$ cat config.mk
export PLATFORM = sky130hd
export DESIGN_NAME = fb_read_pipe
export DESIGN_NICKNAME = d
export VERILOG_FILES = /design/src/rtl/fb_pkg.sv /design/src/rtl/sig_delay.sv /design/src/rtl/fb_read_pipe.sv
export SDC_FILE = /design/constraint.sdc
export NUM_CORES = 1
export LEC_CHECK = 0
export ABC_AREA = 1
export CORE_MARGIN = 1.5
export CORE_UTILIZATION = 40
export DETAILED_ROUTE_END_ITERATION = 8
export PLACE_DENSITY = 0.77
export SLEW_MARGIN = 20
export SYNTH_ARGS = -nofsm -noshare
export SYNTH_HDL_FRONTEND = slang
export SYNTH_SLANG_ARGS = --single-unit
$ cat constraint.sdc
create_clock -name clk_in -period 2.2 [get_ports clk_in]
set_input_delay 0.55 -clock clk_in [delete_from_list [all_inputs] [get_ports clk_in]]
set_output_delay 0.55 -clock clk_in [all_outputs]
set_load 0.03 [all_outputs]
$ cat src/rtl/fb_pkg.sv
// Shared framebuffer constants, pixel formats and the sideband record for fb_read_pipe.
// FB_READ_PIPE_BORDER_EN adds a border flag to the sideband record.
package fb_pkg;

   localparam int FB_WIDTH      = 320;
   localparam int FB_HEIGHT     = 180;
   localparam int FB_DEPTH      = FB_WIDTH * FB_HEIGHT;
   localparam int FB_ADDR_WIDTH = 16;

   typedef struct packed {
      logic [4:0] r;
      logic [5:0] g;
      logic [4:0] b;
   } rgb565_t;

   typedef struct packed {
      logic [7:0] r;
      logic [7:0] g;
      logic [7:0] b;
   } rgb888_t;

   // Everything that must stay cycle-aligned with the BRAM access.
   typedef struct packed {
      logic in_range;
`ifdef FB_READ_PIPE_BORDER_EN
      logic border;
`endif
      logic hsync;
      logic vsync;
      logic blank;
   } sideband_t;

`ifdef FB_READ_PIPE_BORDER_EN
   localparam sideband_t SIDEBAND_RST =
      '{in_range: 1'b0, border: 1'b0, hsync: 1'b0, vsync: 1'b0, blank: 1'b1};
`else
   localparam sideband_t SIDEBAND_RST =
      '{in_range: 1'b0, hsync: 1'b0, vsync: 1'b0, blank: 1'b1};
`endif

   localparam rgb888_t RGB_BLACK = '{r: 8'h00, g: 8'h00, b: 8'h00};
   localparam rgb888_t RGB_WHITE = '{r: 8'hFF, g: 8'hFF, b: 8'hFF};

   // Replicate the top bits into the low bits so full scale maps to 8'hFF.
   function automatic rgb888_t expand_565(input rgb565_t p);
      rgb888_t o;
      o.r = {p.r, p.r[4:2]};
      o.g = {p.g, p.g[5:4]};
      o.b = {p.b, p.b[4:2]};
      return o;
   endfunction

endpackage

$ cat src/rtl/sig_delay.sv
// Fixed-depth shift register with a synchronous active-low flush to RESET_VALUE.
module sig_delay #(
   parameter int               WIDTH       = 1,
   parameter int               DEPTH       = 1,
   parameter logic [WIDTH-1:0] RESET_VALUE = '0
) (
   input  logic             clk,
   input  logic             rst_n,
   input  logic [WIDTH-1:0] d,
   output logic [WIDTH-1:0] q
);

   logic [WIDTH-1:0] stages [DEPTH];

   // NOTE: every stage is reset, not just the last, so no stale sideband leaks out after reset.
   always_ff @(posedge clk) begin
      if (!rst_n) begin
         for (int i = 0; i < DEPTH; i++) stages[i] <= RESET_VALUE;
      end else begin
         stages[0] <= d;
         for (int i = 1; i < DEPTH; i++) stages[i] <= stages[i-1];
      end
   end

   assign q = stages[DEPTH-1];

endmodule

$ cat src/rtl/fb_read_pipe.sv
// Scaled (h,v) -> framebuffer read address, RGB565 capture and RGB888 expansion, with sync delay.
// FB_READ_PIPE_BORDER_EN forces in-range framebuffer edge pixels to white.
module fb_read_pipe
   import fb_pkg::*;
#(
   parameter int FB_WIDTH     = fb_pkg::FB_WIDTH,
   parameter int FB_HEIGHT    = fb_pkg::FB_HEIGHT,
   parameter int ADDR_WIDTH   = fb_pkg::FB_ADDR_WIDTH,
   parameter int BRAM_LATENCY = 2
) (
   input  logic                  clk_in,
   input  logic                  rst_n_in,
   input  logic [10:0]           scaled_hcount_in,
   input  logic [9:0]            scaled_vcount_in,
   input  logic                  valid_addr_in,
   input  logic                  hsync_in,
   input  logic                  vsync_in,
   input  logic                  blank_in,
   output logic [ADDR_WIDTH-1:0] fb_addr_out,
   output logic                  fb_rd_en_out,
   input  logic [15:0]           fb_data_in,
   output logic [7:0]            red_out,
   output logic [7:0]            green_out,
   output logic [7:0]            blue_out,
   output logic                  hsync_out,
   output logic                  vsync_out,
   output logic                  blank_out,
   output logic [15:0]           frame_count_out
);

   localparam logic [10:0] H_LIMIT = 11'(FB_WIDTH);
   localparam logic [9:0]  V_LIMIT = 10'(FB_HEIGHT);

   logic                  in_range;
   logic [ADDR_WIDTH-1:0] row_base;
   logic [ADDR_WIDTH-1:0] addr_next;
   sideband_t             sb_next;
   sideband_t             sb_s0;
   sideband_t             sb_d;
   rgb888_t               pix_next;
   logic                  vsync_rise;
   logic [15:0]           frame_count_q;

   assign in_range = valid_addr_in && (scaled_hcount_in < H_LIMIT) && (scaled_vcount_in < V_LIMIT);

   // 320 = 256 + 64, so the row base is two shifts and an add.
   if (FB_WIDTH == 320) begin : g_row_shift
      assign row_base = (ADDR_WIDTH'(scaled_vcount_in) << 8) + (ADDR_WIDTH'(scaled_vcount_in) << 6);
   end else begin : g_row_mul
      assign row_base = ADDR_WIDTH'(scaled_vcount_in * FB_WIDTH);
   end

   assign addr_next = in_range ? row_base + ADDR_WIDTH'(scaled_hcount_in) : '0;

   // NOTE: every field gets a value on every path, so this stays combinational with no latch.
   always_comb begin
      sb_next          = SIDEBAND_RST;
      sb_next.in_range = in_range;
`ifdef FB_READ_PIPE_BORDER_EN
      sb_next.border   = (scaled_hcount_in == 11'd0) || (scaled_hcount_in == H_LIMIT - 11'd1) ||
                         (scaled_vcount_in == 10'd0) || (scaled_vcount_in == V_LIMIT - 10'd1);
`endif
      sb_next.hsync    = hsync_in;
      sb_next.vsync    = vsync_in;
      sb_next.blank    = blank_in;
   end

   // NOTE: state is updated with <= so every register samples pre-edge values regardless of order.
   always_ff @(posedge clk_in) begin
      if (!rst_n_in) begin
         fb_addr_out  <= '0;
         fb_rd_en_out <= 1'b0;
         sb_s0        <= SIDEBAND_RST;
      end else begin
         fb_addr_out  <= addr_next;
         fb_rd_en_out <= in_range;
         sb_s0        <= sb_next;
      end
   end

   sig_delay #(
      .WIDTH       ($bits(sideband_t)),
      .DEPTH       (BRAM_LATENCY),
      .RESET_VALUE (SIDEBAND_RST)
   ) u_sideband_delay (
      .clk   (clk_in),
      .rst_n (rst_n_in),
      .d     (sb_s0),
      .q     (sb_d)
   );

   always_comb begin
      pix_next = RGB_BLACK;
      if (sb_d.in_range) begin
         pix_next = expand_565(rgb565_t'(fb_data_in));
`ifdef FB_READ_PIPE_BORDER_EN
         if (sb_d.border) pix_next = RGB_WHITE;
`endif
      end
   end

   // vsync_out is the registered copy of sb_d.vsync, so this is the delayed-vsync rising edge.
   assign vsync_rise = sb_d.vsync && !vsync_out;

   always_ff @(posedge clk_in) begin
      if (!rst_n_in) begin
         red_out       <= 8'h00;
         green_out     <= 8'h00;
         blue_out      <= 8'h00;
         hsync_out     <= 1'b0;
         vsync_out     <= 1'b0;
         blank_out     <= 1'b1;
         frame_count_q <= 16'h0000;
      end else begin
         red_out   <= pix_next.r;
         green_out <= pix_next.g;
         blue_out  <= pix_next.b;
         hsync_out <= sb_d.hsync;
         vsync_out <= sb_d.vsync;
         blank_out <= sb_d.blank;
         if (vsync_rise) frame_count_q <= frame_count_q + 16'd1;
      end
   end

   assign frame_count_out = frame_count_q;

endmodule

==> impl_metrics.toml <==
[power]
switching_share_pct = 22.83
total_power_w = 0.002653
p_leak_nw = 2.005
seqPwrFrac_pct = 43.5
p_switching_w = 0.0006057
power.internal_w = 0.002047
powerDensity_nw_per_um2 = 638.1
pwr-share-clk_pct = 42.0
ir_drop_uv = 426.0
combPwrFrac_pct = 14.5

[timing]
maxSlewHeadroom_pct = 66.89
slew_violations = 0
rsz0062_at_grt = "false"
worst-slew-pin-transition_ns = 0.4954
finalHoldViolCount = 0
fin_skew_ns = 0.008349
max_freq_mhz = 478.2
setup_viol = 0
fin_ws_ns = 0.1088
min_period_ns = 2.091
fin_crit_sh_pct = 95.05

[finish]
diodes = 0
multiInputGateArea_um2 = 1157
drive_above_1_share_pct = 10.27
stdcell_count = 554
num-fill-cells = 551
layout.nets = 534
final_area_um2 = 4158
seq_area_um2 = 1261
fin_util_pct = 64.37
area_delta_synth_final_pct = 52.57

[critical_path]
cp_max_fo = 3
cp.required_ns = 2.42
start_kind = "input pin"
critPathMaxStageDelay_ns = 0.55
endpoint = "fb_addr_out[15]$_SDFF_PN0_"
rrSetupSlack_ns = 0.74
cp_slowest_cell = "fa_1"
r2r-start = "frame_count_out[0]$_SDFFE_PN0P_"
arrival_ns = 2.31
crit_chain = "dlygate4sd2_1 > inv_2 > fa_1 > inv_2 > fa_2 > nand2_2 > nand2_2 > nand4_1 > nand3_1 > nand2_1 > nor2_1"
reg2reg_depth = 6
cp-end-kind = "flop"
worstReg2RegEnd = "frame_count_out[10]$_SDFFE_PN0P_"
startpoint = "scaled_vcount_in[2]"
crit_type = "input pin to flop"

[route]
drt-total-wl_um = 6210
ant_nets = 0
vias = 2499
wl_per_cell_um = 11.21
drc = 10
dr.first_iter.drc_count = 84
dr.pass1.iters = 6
viasPerCell = 4.511

[clock_tree]
numCtsBuffers = 9
clock-sinks = 63
cts_tree = "yes"
ctsHoldBuffers = 0
htree_levels = 3
clk_pin_slew_worst_paths_ns = 0.06
clkLatencyLatePin_ns = 0.33
root_buffer = "clkbuf_8"
clk_path_buf_depth = 2

[place]
portBuffers = 102
post-place-ws_ns = -0.5203
hpwl_um = 4655
gp_congestion = 0.7989
place_area_um2 = 3849
dp.cells = 537

[global_routing]
grt_max_degree = 23
grt_antenna_before_repair = 0
grt.total_usage_pct = 17.13
grt-ovfl-total = 0
grt_pass1_vias = 2361
grt_pass1_wl_um = 9887

[job]
cap_violations = 0

[floorplan]
die_y_um = 85.54
die_x_um = 85.54
start_util_pct = 42.19
row_count = 29
die_area_um2 = 7317
pin_count = 103
coreArea_um2 = 6459

[synthesis]
yosysWarnings = 0
syn-mean-instance-area_um2 = 7.591
syn_inst = 359
ys_ff_latch = 63
syn_nets = 421
synth_cell_types = 22
ys_seq_area_share_pct = 46.28
syn-cell-area_um2 = 2725

[worst_hold_path]
hold_path.class = "flop to flop"

[status]
violations = "DRC"
status = "finished with violations"
==> per-stage QoR <==
stage	setup TNS (ns)	hold slack (ns)
3_5_place_dp	-3.130	0.3985
5_1_grt	0	0.4202
6_report	0	0.4151
4_1_cts	0	0.4188
3_3_place_gp	-2.825	0.3921
2_1_floorplan	0	0.3905
==> what timing repair did <==
item,CTS,global route
pin swaps,4,5
hold endpoints to repair,0,0
resized for setup,9,13
gates cloned,0,0
setup buffers,0,1
endpoints found under the setup margin,6,6
==> cell usage after synthesis (all sizes together) <==
| master | count | area share (%) |
|---|---|---|
| a21oi | 14 | 2.7 |
| buf | 9 | 2.4 |
| clkbuf | 3 | 0.41 |
| dfxtp | 63 | 46 |
| fa | 4 | 2.9 |
| ha | 15 | 6.9 |
| inv | 78 | 11 |
| nand2 | 67 | 9.2 |
| nand3 | 14 | 2.6 |
| nand4 | 4 | 0.92 |
| nor2 | 61 | 8.8 |
| nor3 | 5 | 0.92 |
| o21ai | 8 | 1.5 |
| o21bai | 2 | 0.55 |
| or2 | 7 | 1.6 |
| xnor2 | 1 | 0.32 |
| xor2 | 4 | 1.3 |
==> worst min-delay path by stage <==
| stage | start | end | slack (ns) | cells past startpoint |
|---|---|---|---|---|
| after floorplan | u_sideband_delay.stages[0][6]$_SDFF_PN0_ | hsync_out$_SDFF_PN0_ | 0.39 | 2 |
| after global placement | sb_s0[2]$_SDFF_PN0_ | u_sideband_delay.stages[0][2]$_SDFF_PN0_ | 0.39 | 2 |
| after detailed placement | sb_s0[0]$_SDFF_PN1_ | u_sideband_delay.stages[0][0]$_SDFF_PN1_ | 0.40 | 1 |
| after CTS | sb_s0[0]$_SDFF_PN1_ | u_sideband_delay.stages[0][0]$_SDFF_PN1_ | 0.42 | 1 |
| after global routing | sb_s0[0]$_SDFF_PN1_ | u_sideband_delay.stages[0][0]$_SDFF_PN1_ | 0.42 | 1 |
| final | sb_s0[0]$_SDFF_PN1_ | u_sideband_delay.stages[0][0]$_SDFF_PN1_ | 0.42 | 1 |
==> critical path, delay by kind of cell <==
family | cells | cell delay, ns
buf+inv | 3 | 0.33
simple gates | 6 | 0.48
fa+ha+maj | 2 | 0.93
==> flip-flops by register name (all words and copies together), names as in the netlist <==
signal / count
green_out: 6
vsync_out: 1
frame_count_out: 16
sb_s0: 4
blank_out: 1
u_sideband_delay.stages: 8
red_out: 5
hsync_out: 1
fb_addr_out: 16
blue_out: 5
==> kinds of logic (layout without fill, tap and decap cells) <==
logic type      Yosys count  in the layout  share of synthesized area (%)
compound gates           24             24                          4.729
xor+xnor                  5              5                          1.607
fa+ha+maj                19             19                          9.826
buf+inv                  90            208                          13.54
flops                    63             63                          46.28
simple gates            158            158                          24.01
==> area by class of cell <==
class / count / share of cell area (%)
clock buffer: 13 / 3.822
timing repair buffer: 114 / 27.08
tap: 77 / 2.317
inverter: 78 / 7.042
clock inverter: 3 / 1.565
sequential: 63 / 30.33
multi-input combinational: 206 / 27.84
==> routing by layer <==
layer | track usage, % | share of wire [%]
met4 | 5.865 | 1.2
met3 | 6.641 | 8.9
met5 | 0 | 0
met1 | 18.02 | 40
met2 | 31.14 | 50
==> placed cells by master, fill, tap and decap left out, types with 5 or more instances in the layout <==
| cell type | instances |
|---|---|
| dfxtp_1 | 63 |
| nor2_1 | 59 |
| clkdlybuf4s50_1 | 93 |
| buf_4 | 12 |
| dlymetal6s2s_1 | 7 |
| nand3_1 | 13 |
| nor3_1 | 5 |
| o21ai_0 | 8 |
| clkbuf_8 | 11 |
| or2_2 | 6 |
| ha_1 | 11 |
| a21oi_1 | 11 |
| nand2_1 | 65 |
| inv_1 | 75 |
==> power by group through the flow <==
stage | clock network (W) | registers (W) | logic, W
after floorplan | 0 | 0.00119 | 0.000174
after global placement | 0 | 0.00118 | 0.000330
after detailed placement | 0 | 0.00118 | 0.000339
after CTS | 0.00114 | 0.00115 | 0.000351
after global routing | 0.00119 | 0.00115 | 0.000429
final | 0.00111 | 0.00116 | 0.000384
Note: power is estimated with default switching activity, not from simulation.
